===== config.mk =====
export PLATFORM = sky130hd
export DESIGN_NAME = clken_gen_mc
export DESIGN_NICKNAME = d
export VERILOG_FILES = /design/src/rtl/clken_pkg.sv /design/src/rtl/clken_chan.sv /design/src/rtl/clken_gen_mc.sv
export SDC_FILE = /design/constraint.sdc
export NUM_CORES = 1
export LEC_CHECK = 0
export CORE_UTILIZATION = 54
export DETAILED_ROUTE_END_ITERATION = 10
export PLACE_DENSITY = 0.7
export SYNTH_ARGS = -nofsm -noshare
export SYNTH_HDL_FRONTEND = slang
export SYNTH_SLANG_ARGS = --single-unit

===== constraint.sdc =====
create_clock -name clk_50M -period 11.51 [get_ports clk_50M]
set_input_delay 1.151 -clock clk_50M [delete_from_list [all_inputs] [get_ports clk_50M]]
set_output_delay 1.151 -clock clk_50M [all_outputs]
set_load 0.01 [all_outputs]

===== src/rtl/clken_pkg.sv =====
// clken_pkg: divisor presets shared by the clock-enable generator
package clken_pkg;
  localparam int DIV_100HZ   = 499_999;
  localparam int DIV_1KHZ    = 49_999;
  localparam int DIV_10KHZ   = 4_999;
  localparam int DIV_100KHZ  = 499;
  localparam int DIV_1MHZ    = 49;
  localparam int DIV_10MHZ   = 4;
  localparam int DIV_25MHZ   = 1;
  localparam int DIV_DEFAULT = DIV_1KHZ;
endpackage


===== src/rtl/clken_chan.sv =====
// clken_chan: one channel's counter, shadowed divisor and registered enable/square outputs
module clken_chan import clken_pkg::*; #(
  parameter int CW = 24
) (
  input  logic          clk_50M,
  input  logic          rst_n,
  input  logic          wr,
  input  logic [CW-1:0] wdiv,
  input  logic          en,
  input  logic          restart,
  output logic          clken,
  output logic          clk_sq,
  output logic          pend
);
  logic [CW-1:0] cnt, act, shadow, cnt_nx, act_nx;
  logic run, bnd, apply;
  // run delays the first increment by one edge after enable is sampled
  always_comb begin
    bnd    = run && en && cnt == act;
    apply  = pend && (restart || !en || bnd);
    act_nx = apply ? shadow : act;
    cnt_nx = (restart || !en || !run || bnd) ? '0 : cnt + CW'(1);
  end
  always_ff @(posedge clk_50M or negedge rst_n) begin
    if (!rst_n) begin
      cnt    <= '0;
      act    <= CW'(DIV_DEFAULT);
      shadow <= CW'(DIV_DEFAULT);
      pend   <= 1'b0;
      run    <= 1'b0;
      clken  <= 1'b0;
      clk_sq <= 1'b0;
    end else begin
      run    <= en;
      cnt    <= cnt_nx;
      act    <= act_nx;
      clken  <= bnd && !restart;
      clk_sq <= en && cnt_nx < (act_nx >> 1) + CW'(1);
      if (wr) begin
        shadow <= wdiv;
        pend   <= 1'b1;
      end else if (apply) begin
        pend   <= 1'b0;
      end
    end
  end
endmodule


===== src/rtl/clken_gen_mc.sv =====
// clken_gen_mc: multi-channel clock-enable generator with glitch-free divisor updates
module clken_gen_mc import clken_pkg::*; #(
  parameter int NCH = 4,
  parameter int CW  = 24,
  parameter int CHW = 2
) (
  input  logic           clk_50M,
  input  logic           rst_n,
  input  logic           cfg_valid,
  output logic           cfg_ready,
  input  logic [CHW-1:0] cfg_ch,
  input  logic [CW-1:0]  cfg_div,
  input  logic [NCH-1:0] ch_en,
  input  logic           sync_restart,
  output logic [NCH-1:0] clken,
  output logic [NCH-1:0] clk_sq,
  output logic [NCH-1:0] pend
);
  localparam int PW = 2**CHW;
  logic [PW-1:0]  pend_x;
  logic [NCH-1:0] wr;
  // indices beyond NCH read a zero-padded pend and are rejected by the range term
  assign pend_x    = PW'(pend);
  assign cfg_ready = !pend_x[cfg_ch] && (32'(cfg_ch) < NCH);
  genvar i;
  for (i = 0; i < NCH; i++) begin : g_ch
    assign wr[i] = cfg_valid && cfg_ready && cfg_ch == CHW'(i);
    clken_chan #(.CW(CW)) u_ch (
      .clk_50M (clk_50M),
      .rst_n   (rst_n),
      .wr      (wr[i]),
      .wdiv    (cfg_div),
      .en      (ch_en[i]),
      .restart (sync_restart),
      .clken   (clken[i]),
      .clk_sq  (clk_sq[i]),
      .pend    (pend[i])
    );
  end
endmodule


## After elaboration in Yosys (flattened, before gate mapping)

Cells that the tools add are included.

- Flip-flop bits (word level): 304

- Add/subtract/negate cells: 8
- Magnitude comparators: 5
- Equality and inequality tests: 7
- Multiplexer cells: 18
- Reduce and logical (&&, ||, !) cells: 56

Operators by type and width:

| operator | count |
|---|---|
| two-way mux 24 bit | 8 |
| adder 23 x 1 -> 24 bit (second input constant) | 4 |
| adder 24 x 1 -> 24 bit (second input constant) | 4 |
| == test 24 bit | 4 |
| < comparator 24 bit | 4 |
| logical AND 1 bit | 25 |
| logical OR 1 bit | 16 |
| zero test 1 bit | 10 |
| two-way mux 1 bit | 9 |
| nonzero test 2 bit | 4 |
| == test 2 bit (second input constant) | 2 |
| < comparator 2 x 3 -> 1 bit (second input constant) | 1 |
| binary-select mux 1 bit (select 2 bit) | 1 |
| == test 2 x 1 -> 1 bit (second input constant) | 1 |
| zero test 2 bit | 1 |

## Logic depth before layout (Yosys ltp)

- Depth after elaboration: 8
- Mapped depth: 23
- Depth with buffers taken out: 19

## Modules after synthesis

From an unflattened synthesis, not the netlist that was laid out.

- Cells, all modules: 1881
- Area, all modules: 18572.8 sq um

By module, submodules not included:

| module | instances | cells an instance | area an instance (sq um) | sequential area each (sq um) |
|---|---|---|---|---|
| clken_chan (g_ch[0].u_ch ...) | 2 | 496 | 4644.5 | 1924.3 |
| clken_chan (g_ch[3].u_ch) | 1 | 449 | 4634.4 | 1924.3 |
| clken_chan (g_ch[1].u_ch) | 1 | 433 | 4585.6 | 1924.3 |
| clken_gen_mc | 1 | 7 | 63.8 | 0.0 |

## Worst setup path before layout

No wires, ideal clock.

- Path kind: input-to-reg
- From: input ch_en[1]
- To: register g_ch[1].u_ch.clk_sq
- Library setup time: 0.125 ns
- Data arrival time: 5.131 ns
- Setup slack: 6.254 ns
- Cell stages on the path: 22
- Buffers on the path: 4
- Path through: nand2_1 nor2_1 and4_1 a22oi_1 buf_2 buf_2 clkbuf_1 mux2_2 ha_1 clkbuf_1 nand2_1 nor3_1 a41oi_1 xor2_1 ha_1 a21o_1 a221oi_1 o21bai_1 a21o_1 a21oi_1 o311ai_1 a2111oi_0

- Word-level cells in the longest chain between the ends: 8
- Elaborated cells between the ends (all ways): 13

RTL lines:

| element | RTL line | source |
|---|---|---|
| from (decl) | clken_gen_mc.sv:13 | `input logic [NCH-1:0] ch_en,` |
| zero test 1 bit or logical AND 1 bit (tied branches) | clken_chan.sv:20, clken_chan.sv:19 |  |
| logical OR 1 bit or logical AND 1 bit (tied branches) | clken_chan.sv:20, clken_chan.sv:19 |  |
| logical OR 1 bit (*) | clken_chan.sv:20 | `apply = pend && (restart \|\| !en \|\| bnd);` |
| logical AND 1 bit (*) | clken_chan.sv:20 |  |
| two-way mux 24 bit (*) | clken_chan.sv:21 | `act_nx = apply ? shadow : act;` |
| net g_ch[1].u_ch.act_nx[2] | clken_chan.sv:15 | `logic [CW-1:0] cnt, act, shadow, cnt_nx, act_nx;` |
| adder 23 x 1 -> 24 bit (*) | clken_chan.sv:38 | `clk_sq <= en && cnt_nx < (act_nx >> 1) + CW'(1);` |
| < comparator 24 bit (*) | clken_chan.sv:38 |  |
| logical AND 1 bit (*) | clken_chan.sv:38 |  |
| to (signal assigned) | clken_chan.sv:38 |  |
| to (decl) | clken_chan.sv:12 | `output logic clk_sq,` |

The timed path passes the listed nets; every way through them passes the cells marked *.
A chain may end at the register's enable or synchronous reset.

## Final worst setup path

- From: input sync_restart
- To: register g_ch[1].u_ch.clk_sq

- Word-level cells in the longest chain between the ends: 7
- Elaborated cells between the ends (all ways): 10

RTL lines:

| element | RTL line | source |
|---|---|---|
| from (decl) | clken_gen_mc.sv:14 | `input logic sync_restart,` |
| logical OR 1 bit (2 in a row) | clken_chan.sv:20 |  |
| logical AND 1 bit | clken_chan.sv:20 |  |
| two-way mux 24 bit | clken_chan.sv:21 |  |
| net g_ch[1].u_ch.act_nx[2] | clken_chan.sv:15 |  |
| adder 23 x 1 -> 24 bit | clken_chan.sv:38 |  |
| < comparator 24 bit | clken_chan.sv:38 |  |
| logical AND 1 bit | clken_chan.sv:38 |  |

The timed path passes the listed nets, and every way through them passes these cells.

==> impl_metrics.csv <==
group,metric,value,unit
flow_run,maxCapViolations,0,
routing,viasPerCell,6.048,
synth,synth.distinct_cells,66,
routing,vias,14206,
worst_setup_path,cp_max_fo,55,
cts,clk_pin_slew_worst_paths,0.06,ns
synth,syn_area,18730,µm²
routing,drtIter0Drc,1023,
finish,syn2layout_area_growth,10.86,%
grt,grt_max_degree,101,
finish,n_antenna_cell,0,
floorplanning,start_util,55.30,%
place,post-dp-hpwl,35.30,mm
floorplanning,ios,47,
synth,yosys.area.top_type,"dfrtp_1",
synth,ys_seq_area_share,41.10,%
cts,h-tree-depth,2,
synth,synth-edff-count,0,
cts,postCtsSetupRepairBufs,0,
routing,firstDrtPassIters,5,
cts,hold_buffers,0,
worst_setup_path,r2r_slack,6.06,ns
synth,synth_nets,1977,
worst_setup_path,r2r_end,"g_ch[3].u_ch.clk_sq",
place,dpl-instance-area,19560,µm²
sta,maxSlewViolCount,0,
sta,fin_skew,0.01516,ns
worst_setup_path,crit_type,"primary input to register",
routing,wl_per_cell,20.47,µm
finish,multi_input_area,10560,µm²
sta,slew_headroom,35.95,%
synth,ys.flop_type,"dfrtp_1",
finish,final_util,61.30,%
power_and_ir_drop,power.density,186.0,nW/µm²
sta,worst_pin_slew,0.9608,ns
synth,netlist_instances,1843,
routing,drt_wl_total,48.08,mm
worst_setup_path,crit_end,"g_ch[1].u_ch.clk_sq",
sta,fin_setup_tns,0,ns
floorplanning,core_area,33870,µm²
place,place_congestion,0.9203,
worst_setup_path,r2r_cells,19,
synth,synthArstFlopShare,100.0,%
synth,synth_seq_cells,304,
sta,hold_violations,0,
grt,grt_use_met3,3.539,%
cts,cts_resized,0,
place,port_buffers,46,
routing,ant_nets,0,
sta,setup_violations,0,
worst_hold_path,min_path_type,"register to register",
synth,yosysWarnings,0,
synth,avgSynthCellArea,10.16,µm²
worst_setup_path,critPathLaunch,"sync_restart",
grt,antenna_found_initial,1,
floorplanning,dieArea,35430,µm²
finish,seq_area,7697,µm²
cts,cts_root_buf,"clkbuf_16",
sta,rsz0062_at_grt,"no",
grt,track_usage,27.64,%
worst_setup_path,worstSetupStartpointType,"primary input",
floorplanning,num_rows,67,
sta,min_period,5.920,ns
worst_setup_path,worstPathArrival,6.28,ns
cts,cts_tree,"done",
cts,insertion_delay,0.52,ns
grt,gr-total-overflow,0,
sta,fin_ws,5.590,ns
routing,drc,0,
worst_setup_path,crit_path_end_kind,"register",
sta,clock.fmax,168.9,MHz
finish,nFillCells,2837,
synth,synth_area_leaders,"dfrtp_1 (31%), mux2_2 (11%), dfstp_2 (10%)",
power_and_ir_drop,leakage,0.008892,µW
floorplanning,die_x,188.2,µm
finish,layout.nets,2010,
grt,busiest_layer,"met2",
synth,yosysTopAreaCellShare,31.00,%
cts,cts_buffer_depth,3,
finish,final_area,20760,µm²
place,dp_slack,5.134,ns
grt,met2_usage,44.86,%
floorplanning,die_h,188.2,µm
grt,grt_pass1_wl,77.32,mm
cts,numCtsBuffers,36,
worst_setup_path,r2r-start,"g_ch[3].u_ch.cnt[10]",
finish,drive_above_1_share,17.20,%
worst_setup_path,required,11.87,ns
cts,clock_sinks,304,
power_and_ir_drop,ir_drop,0.1311,mV
grt,use_met1,38.73,%
sta,fin_crit_sh,51.43,%
grt,grt_pass1_vias,14240,
run_status,status,"completed",
## how the worst min path moves through the flow
stage                                 start                 endpoint  slack, ns  depth (start not counted)
CTS                 g_ch[0].u_ch.shadow[23]  g_ch[0].u_ch.shadow[23]       0.52                          1
global placement    g_ch[0].u_ch.shadow[23]  g_ch[0].u_ch.shadow[23]       0.50                          1
global route        g_ch[2].u_ch.shadow[14]  g_ch[2].u_ch.shadow[14]       0.56                          2
floorplan           g_ch[3].u_ch.shadow[23]  g_ch[3].u_ch.shadow[23]       0.47                          1
detailed placement  g_ch[0].u_ch.shadow[23]  g_ch[0].u_ch.shadow[23]       0.50                          1
finish              g_ch[0].u_ch.shadow[23]  g_ch[0].u_ch.shadow[23]       0.52                          1
## cells in the mapped netlist, drive strengths merged (3+ instances only)
master and instances:
a21oi 41, a221oi 4, o21a 3, dfstp 72, ha 100, a311oi 3
o21bai 5, nand3 99, nor4 32, nor2b 8, nor2 163, a41oi 4
or3 16, o21ai 60, inv 51, mux2i 36, a211oi 3, nor3 39
or4 8, dfrtp 232, and4 22, nand2b 4, and2 13, or2 3
nand2 121, buf 35, xor2 151, nor4b 3, a21o 33, and3 58
a2111oi 5, mux2 185, clkbuf 27, nand4b 4, xnor2 104, a31oi 5
nand4 66
## power breakdown
group	leakage [µW]	switching, µW	internal, µW
registers	0.00374	305	1350
logic	0.00457	562	475
clock network	0.000584	448	719
total	0.00889	1320	2550
## logic make-up (layout without fill, tap and decap cells)
logic type                 after synthesis  count (layout)  synth area share (%)
AOI/OAI and AO/OA                      182             182                 6.173
xor gates and xnor gates               255             255                 11.93
adders and majority gates              100             100                 6.681
buffers and inverters                  113             171                 2.833
DFF                                    304             304                 41.10
muxes                                  222             222                 13.17
and+or+nand+nor                        667             667                 18.12
## flip-flops by register name (all words and copies together), names as in the netlist
| signal | flops |
|---|---|
| g_ch.u_ch.clk_sq | 4 |
| g_ch.u_ch.cnt | 96 |
| g_ch.u_ch.clken | 4 |
| g_ch.u_ch.run | 4 |
| g_ch.u_ch.pend | 4 |
| g_ch.u_ch.shadow | 96 |
| g_ch.u_ch.act | 96 |
## stage by stage
stage | hold WS (ns) | total power [µW] | cells
final | 0.5155 | 3862 | 2349
after global routing | 0.5563 | 4052 | 2349
after CTS | 0.5173 | 3866 | 2349
after detailed placement | 0.5014 | 2688 | 2286
after global placement | 0.4962 | 2649 | 2286
after floorplan | 0.4737 | 2313 | 1843
## area by class of cell
type	instances	area share, %
Clock buffer	53	5.038
Clock inverter	10	0.7654
Inverter	51	0.9221
Multi-Input combinational cell	1426	50.86
Sequential cell	304	37.08
Tap cell	448	2.700
Timing Repair Buffer	57	2.640
## cells in the final DEF (no fill, tap or decap), drive strengths merged, types with 32 or more instances in the layout
cell,Yosys,routed
nor4,32,32
a21o,33,33
mux2,185,185
xor2,151,151
clkdlybuf4s50,0,45
nand3,99,99
ha,100,100
nor2,163,163
and3,58,58
clkbuf,27,53
nand4,66,66
xnor2,104,104
nor3,39,39
dfstp,72,72
dfrtp,232,232
o21ai,60,60
inv,51,52
a21oi,41,41
mux2i,36,36
nand2,121,121
## worst max-delay path: stages
cell,delay (ns)
clkdlybuf4s50_1,0.78
nand2b_1,0.38
a22oi_2,0.20
buf_4,0.53
mux2_2,0.43
ha_1,0.33
nand2_1,0.12
nor3_1,0.05
a41oi_1,0.22
xor2_1,0.19
ha_1,0.26
a21o_1,0.18
a221oi_1,0.33
o21bai_1,0.12
a21o_1,0.18
a21oi_1,0.21
o311ai_1,0.13
a2111oi_0,0.48
## layer usage
metal,vias up,wire (µm)
li1,6684,-
met1,7033,21670
met2,398,22530
met3,91,2625
met4,0,1256
met5,-,0
Note: power is estimated with default switching activity, not from simulation.
